### config.mk
export PLATFORM = sky130hd
export DESIGN_NAME = morra_scoreboard
export DESIGN_NICKNAME = d
export VERILOG_FILES = /design/src/rtl/morra_pkg.sv /design/src/rtl/morra_result_fifo.sv /design/src/rtl/morra_scoreboard.sv
export SDC_FILE = /design/constraint.sdc
export NUM_CORES = 1
export LEC_CHECK = 0
export CORE_UTILIZATION = 59
export DETAILED_ROUTE_END_ITERATION = 6
export PLACE_DENSITY_LB_ADDON = 0.1
export REMOVE_ABC_BUFFERS = 1
export SYNTH_ARGS = -nofsm -noshare
export SYNTH_HDL_FRONTEND = slang
export SYNTH_SLANG_ARGS = --single-unit
### constraint.sdc
create_clock -name clk -period 3.3 [get_ports clk]
set_input_delay 0.33 -clock clk [delete_from_list [all_inputs] [get_ports clk]]
set_output_delay 0.33 -clock clk [all_outputs]
set_load 0.03 [all_outputs]
### src/rtl/morra_pkg.sv
// Shared types for the Morra scoreboard: result codes, FSM states and the
// FIFO record layout (at the default round-counter width).
package morra_pkg;

    // Encoding shared by the game's manche and partita outputs
    typedef enum logic [1:0] {
        NONE = 2'b00,
        P1   = 2'b01,
        P2   = 2'b10,
        DRAW = 2'b11
    } morra_code_e;

    typedef enum logic [1:0] {
        IDLE = 2'b00,
        PLAY = 2'b01,
        DONE = 2'b10
    } morra_state_e;

    localparam int unsigned REC_RW = 5;

    // One completed match as queued in the result FIFO: {code, rounds}
    typedef struct packed {
        morra_code_e         code;
        logic [REC_RW-1:0]   rounds;
    } morra_rec_t;

endpackage

### src/rtl/morra_result_fifo.sv
// Synchronous result FIFO with a registered head word.
// Ports:
//   clk, rst          clock, async active-high reset
//   push_i, wdata_i   write request and data (dropped when full without pop)
//   pop_i             remove head word (ignored when empty)
//   full_o, empty_o   registered occupancy flags
//   head_o            registered head word, 0 when empty
module morra_result_fifo #(
    parameter int unsigned W     = 7,
    parameter int unsigned DEPTH = 4
) (
    input  logic         clk,
    input  logic         rst,
    input  logic         push_i,
    input  logic [W-1:0] wdata_i,
    input  logic         pop_i,
    output logic         full_o,
    output logic         empty_o,
    output logic [W-1:0] head_o
);

    localparam int unsigned AW   = $clog2(DEPTH);
    localparam int unsigned CNTW = AW + 1;

    logic [W-1:0]    mem_q [DEPTH];
    logic [AW-1:0]   wptr_q, rptr_q, rptr_nx;
    logic [CNTW-1:0] count_q, count_d;
    logic            full_q, empty_q;
    logic [W-1:0]    head_q, head_d;
    logic            push_ok, pop_ok;

    // A push into a full FIFO is accepted only when the head leaves the same cycle
    assign pop_ok  = pop_i && !empty_q;
    assign push_ok = push_i && (!full_q || pop_ok);
    assign rptr_nx = rptr_q + AW'(1);

    always_comb begin
        count_d = count_q;
        if (push_ok && !pop_ok) begin
            count_d = count_q + CNTW'(1);
        end else if (!push_ok && pop_ok) begin
            count_d = count_q - CNTW'(1);
        end
    end

    // Next head: the following entry after a pop, the incoming word when it
    // lands in an empty (or just-emptied) FIFO, otherwise unchanged
    always_comb begin
        head_d = head_q;
        if (pop_ok) begin
            if (count_q == CNTW'(1)) begin
                head_d = push_ok ? wdata_i : '0;
            end else begin
                head_d = mem_q[rptr_nx];
            end
        end else if (empty_q && push_ok) begin
            head_d = wdata_i;
        end
    end

    always_ff @(posedge clk or posedge rst) begin
        if (rst) begin
            for (int i = 0; i < int'(DEPTH); i++) begin
                mem_q[i] <= '0;
            end
            wptr_q  <= '0;
            rptr_q  <= '0;
            count_q <= '0;
            full_q  <= 1'b0;
            empty_q <= 1'b1;
            head_q  <= '0;
        end else begin
            if (push_ok) begin
                mem_q[wptr_q] <= wdata_i;
                wptr_q        <= wptr_q + AW'(1);
            end
            if (pop_ok) begin
                rptr_q <= rptr_nx;
            end
            count_q <= count_d;
            full_q  <= (count_d == CNTW'(DEPTH));
            empty_q <= (count_d == '0);
            head_q  <= head_d;
        end
    end

    assign full_o  = full_q;
    assign empty_o = empty_q;
    assign head_o  = head_q;

endmodule

### src/rtl/morra_scoreboard.sv
// Match scoreboard downstream of the MorraCinese game core: counts rounds,
// keeps saturating match tallies and queues one record per finished match.
// Optional streak tracking is enabled with the MORRA_SCORE_STREAK_EN macro;
// without it streak_len/streak_who are tied to 0.
// Ports:
//   clk, rst                    clock, async active-high reset
//   inizia                      game start strobe (registered once internally)
//   manche, partita             game round / match result codes
//   wins_p1, wins_p2, ties      completed-match tallies
//   match_active                high while a match is in progress
//   rd_valid, rd_data, rd_ready result record handshake, {code, rounds}
//   overflow                    sticky, set when a record was dropped
//   streak_len, streak_who      consecutive-win streak
module morra_scoreboard
    import morra_pkg::*;
#(
    parameter int unsigned CW    = 8,
    parameter int unsigned RW    = 5,
    parameter int unsigned DEPTH = 4
) (
    input  logic          clk,
    input  logic          rst,
    input  logic          inizia,
    input  logic [1:0]    manche,
    input  logic [1:0]    partita,
    output logic [CW-1:0] wins_p1,
    output logic [CW-1:0] wins_p2,
    output logic [CW-1:0] ties,
    output logic          match_active,
    output logic          rd_valid,
    output logic [RW+1:0] rd_data,
    input  logic          rd_ready,
    output logic          overflow,
    output logic [CW-1:0] streak_len,
    output logic [1:0]    streak_who
);

    localparam logic [RW-1:0] RMAX = '1;
    localparam logic [CW-1:0] CMAX = '1;

    morra_state_e  state_q, state_d;
    logic          inizia_q;
    logic [RW-1:0] rounds_q, rounds_d;
    logic [CW-1:0] wins_p1_q, wins_p1_d;
    logic [CW-1:0] wins_p2_q, wins_p2_d;
    logic [CW-1:0] ties_q, ties_d;
    logic          overflow_q, overflow_d;
    logic          match_active_q;
    logic          round_ok, end_c, pop_c;
    logic          fifo_full, fifo_empty;
    logic [RW+1:0] push_data;

    // State register
    always_ff @(posedge clk or posedge rst) begin
        if (rst) begin
            state_q <= IDLE;
        end else begin
            state_q <= state_d;
        end
    end

    // Next state; a start can end the match in the very same cycle
    always_comb begin
        state_d = state_q;
        unique case (state_q)
            IDLE, DONE: begin
                if (inizia_q) begin
                    state_d = (partita != NONE) ? DONE : PLAY;
                end
            end
            PLAY: begin
                if (partita != NONE) begin
                    state_d = DONE;
                end
            end
            default: state_d = IDLE;
        endcase
    end

    assign round_ok = (manche != NONE);
    assign end_c    = (inizia_q || state_q == PLAY) && (partita != NONE);
    assign pop_c    = rd_ready && !fifo_empty;

    // Datapath outputs: round count, tallies, overflow
    always_comb begin
        rounds_d   = rounds_q;
        wins_p1_d  = wins_p1_q;
        wins_p2_d  = wins_p2_q;
        ties_d     = ties_q;
        overflow_d = overflow_q;
        if (inizia_q) begin
            rounds_d = round_ok ? RW'(1) : '0;
        end else if (state_q == PLAY && round_ok && rounds_q != RMAX) begin
            rounds_d = rounds_q + RW'(1);
        end
        if (end_c) begin
            unique case (partita)
                P1:      if (wins_p1_q != CMAX) wins_p1_d = wins_p1_q + CW'(1);
                P2:      if (wins_p2_q != CMAX) wins_p2_d = wins_p2_q + CW'(1);
                default: if (ties_q != CMAX) ties_d = ties_q + CW'(1);
            endcase
            if (fifo_full && !pop_c) begin
                overflow_d = 1'b1;
            end
        end
    end

    // Record carries the round count including the ending round
    assign push_data = {partita, rounds_d};

    always_ff @(posedge clk or posedge rst) begin
        if (rst) begin
            inizia_q       <= 1'b0;
            rounds_q       <= '0;
            wins_p1_q      <= '0;
            wins_p2_q      <= '0;
            ties_q         <= '0;
            overflow_q     <= 1'b0;
            match_active_q <= 1'b0;
        end else begin
            inizia_q       <= inizia;
            rounds_q       <= rounds_d;
            wins_p1_q      <= wins_p1_d;
            wins_p2_q      <= wins_p2_d;
            ties_q         <= ties_d;
            overflow_q     <= overflow_d;
            match_active_q <= (state_d == PLAY);
        end
    end

`ifdef MORRA_SCORE_STREAK_EN
    logic [CW-1:0] streak_len_q, streak_len_d;
    logic [1:0]    streak_who_q, streak_who_d;

    // Same winner extends the streak, a new winner restarts it, a draw clears it
    always_comb begin
        streak_len_d = streak_len_q;
        streak_who_d = streak_who_q;
        if (end_c) begin
            if (partita == DRAW) begin
                streak_len_d = '0;
                streak_who_d = NONE;
            end else if (partita == streak_who_q) begin
                if (streak_len_q != CMAX) begin
                    streak_len_d = streak_len_q + CW'(1);
                end
            end else begin
                streak_who_d = partita;
                streak_len_d = CW'(1);
            end
        end
    end

    always_ff @(posedge clk or posedge rst) begin
        if (rst) begin
            streak_len_q <= '0;
            streak_who_q <= NONE;
        end else begin
            streak_len_q <= streak_len_d;
            streak_who_q <= streak_who_d;
        end
    end

    assign streak_len = streak_len_q;
    assign streak_who = streak_who_q;
`else
    assign streak_len = '0;
    assign streak_who = '0;
`endif

    morra_result_fifo #(
        .W     (RW + 2),
        .DEPTH (DEPTH)
    ) u_fifo (
        .clk     (clk),
        .rst     (rst),
        .push_i  (end_c),
        .wdata_i (push_data),
        .pop_i   (pop_c),
        .full_o  (fifo_full),
        .empty_o (fifo_empty),
        .head_o  (rd_data)
    );

    assign wins_p1      = wins_p1_q;
    assign wins_p2      = wins_p2_q;
    assign ties         = ties_q;
    assign match_active = match_active_q;
    assign rd_valid     = !fifo_empty;
    assign overflow     = overflow_q;

endmodule

==> results.json <==
{
  "die_h_um": 82.0,
  "crit_path_end_kind": "flop",
  "synth_cell_types": 52,
  "postLayoutCellArea_um2": 4410,
  "cts-resized-gates": 0,
  "maxCapViolCount": 0,
  "routed_wl_um": 6980,
  "fp-row-count": 28,
  "diodes": 0,
  "place.gp.congestion": 0.817,
  "dieArea_um2": 6730,
  "placed_area_um2": 4240,
  "clock_latency_ns": 0.35,
  "rsz0062_at_grt": "false",
  "peakVddDrop_mv": 0.534,
  "dp_hpwl_um": 4750,
  "crit_type": "reg -> reg",
  "cpMostUsedCell": "ha_1",
  "power.density_nw_per_um2": 800,
  "cp_data_required_time_ns": 3.57,
  "pin_count": 52,
  "yosys_warnings": 0,
  "layout_setup_ws_ns": 0.726,
  "worstRegToRegCells": 8,
  "cp_slowest_cell": "mux2i_1",
  "num_vias": 2466,
  "clkSlewWorstSetupHoldPaths_ns": 0.07,
  "cp_slowest_stage_delay_ns": 0.50,
  "worst-path-buf-inv": 0,
  "root_buffer": "clkbuf_8",
  "final_hold_viol_count": 0,
  "place_ws_ns": 0.648,
  "cp.arrival_ns": 2.85,
  "grt_antenna_before_repair": 0,
  "period_needed_ns": 2.57,
  "async_flop_share": 1.00,
  "cts_buffer_depth": 2,
  "synth_cells": 306,
  "first_iter_violations": 146,
  "synth_top_flop_cell": "dfrtp_1",
  "grt_max_degree": 79,
  "max_slew_margin": 0.360,
  "clock_sinks": 78,
  "portBuffers": 41,
  "synth_edf_count": 0,
  "fillCellCount": 447,
  "yosys_register_bits": 78,
  "syn_avg_cell_area_um2": 12.3,
  "grt_pass1_wl_um": 11700,
  "start_util": 0.623,
  "wl_per_cell_um": 16.1,
  "worst_pin_slew_ns": 0.960,
  "numCtsBuffers": 9,
  "setup_viol": 0,
  "detail-route-antenna-nets": 0,
  "nets": 378,
  "vias_per_cell": 5.67,
  "crit_fanout": 6,
  "layout_commonest_cell": "dfrtp_1",
  "drc": 0,
  "core_area_um2": 6060,
  "hold_depth": 1,
  "die_x_um": 82.0,
  "hold_ws_ns": 0.428,
  "report.final.slew_viol_count": 0,
  "drive_above_1_share": 0.197,
  "path_cells": "ha_1 > and3_1 > ha_1 > or3b_4 > nor2_1 > mux2i_1 > a22oi_1 > a21oi_1",
  "cts_tree": "built",
  "p_leak_uw": 0.00197,
  "post_cts_buffers": 0,
  "hold_class": "in -> reg",
  "tns_ns": 0,
  "grt_usage": 0.242,
  "r2r_slack_ns": 0.73,
  "areaGrowthSynthToFinish_pct": 16.7,
  "crit_family": "simple AND/OR/NAND/NOR gates",
  "holdBufCountCts": 0,
  "fin_crit_sh": 0.780,
  "status": "finished clean",
  "max_clock_freq_mhz": 388,
  "layout_common_cells": "dfrtp_1 (77), clkdlybuf4s50_1 (41), mux2_2 (30), xnor2_1 (19), nand2_1 (19)",
  "cp-start-kind": "flop",
  "skew_ns": 0.0151,
  "yosysSeqAreaShare": 0.517,
  "grt-ovfl-total": 0,
  "dr.pass1.iters": 4,
  "htreeDepth": 3,
  "cp.depth": 8,
  "syn_area_um2": 3780,
  "grt_pass1_vias": 2557
}
-- flip-flops by register name, summed over array words and instances (netlist names), 2 cells and up --
signal,cells
u_fifo.mem_q,28
ties,8
wins_p1,8
wins_p2,8
u_fifo.head_o,7
rounds_q,5
u_fifo.count_q,3
state_q,2
u_fifo.rptr_q,2
u_fifo.wptr_q,2
-- logic make-up (layout without fill, tap and decap cells) --
logic type,Yosys count,after routing,share of synthesized area
flip-flops,78,78,0.517
AND/OR/NAND/NOR,77,77,0.109
AO/OA/AOI/OAI,41,41,0.0845
multiplexers,40,40,0.139
buffers and inverters,28,73,0.0394
XOR/XNOR,26,26,0.0603
adder cells (fa/ha/maj),15,15,0.0497
other,1,10,0.000993
-- final cells by class --
type	instances	area [um^2]	share of cell area
clock buffers	15	166	0.0377
clock inverters	1	5.00	0.00114
flip-flops and latches	78	1950	0.443
well taps	75	93.8	0.0213
inverters	13	48.8	0.0111
multi-input cells	209	1710	0.388
repair buffers	44	433	0.0982
-- where the power goes --
group          internal [uW]  switching [uW]  total [uW]  leakage (uW)
clock network            315             322         637     0.0000877
registers               1230             281        1520      0.000996
logic                    647             727        1370      0.000891
-- stage by stage --
step | power (uW) | util | std cells
after CTS | 3550 | 0.727 | 435
after global placement | 2880 | 0.699 | 419
after global routing | 3740 | 0.727 | 435
final | 3530 | 0.727 | 435
after detailed placement | 2910 | 0.699 | 419
after floorplan | 2420 | - | 300
-- metal layers --
layer  wire length [um]  global-route usage  vias up
li1                   -                   -     1169
met1               3070               0.279     1227
met3                314              0.0822        8
met4                 98              0.0930        0
met2               3500               0.412       62
met5                  0                   0        -
-- path summary, 6_finish.rpt --
kind | start | end
worst max-delay path | rounds_q[0] | u_fifo.head_o[1]
worst min-delay path | inizia | inizia_q
worst max register to register | rounds_q[0] | u_fifo.head_o[1]
worst min register to register | overflow | overflow
max in group asynchronous | rst | u_fifo.count_q[2]
min in group asynchronous | rst | wins_p2[5]
-- Yosys cell counts, types with 2 or more instances --
library cell | number | share of area
ha_1 | 15 | 0.050
o21ai_0 | 8 | 0.011
xor2_1 | 7 | 0.016
inv_1 | 12 | 0.012
nor2b_1 | 2 | 0.0033
nand3_1 | 7 | 0.0093
nor2_1 | 15 | 0.015
nand2_2 | 4 | 0.0066
and3_1 | 6 | 0.0099
clkbuf_1 | 2 | 0.0020
and2_1 | 3 | 0.0050
dfrtp_1 | 77 | 0.51
nand2b_1 | 2 | 0.0033
nand2_1 | 19 | 0.019
xnor2_1 | 19 | 0.044
buf_4 | 11 | 0.022
nor3_1 | 2 | 0.0026
a21oi_4 | 2 | 0.0086
nand4_1 | 9 | 0.015
a22oi_1 | 6 | 0.012
a21oi_1 | 9 | 0.012
mux2i_1 | 2 | 0.0053
mux2_2 | 30 | 0.089
buf_2 | 2 | 0.0026
mux4_2 | 7 | 0.042
o22ai_1 | 2 | 0.0033
Power figures use the tool's default switching activity.
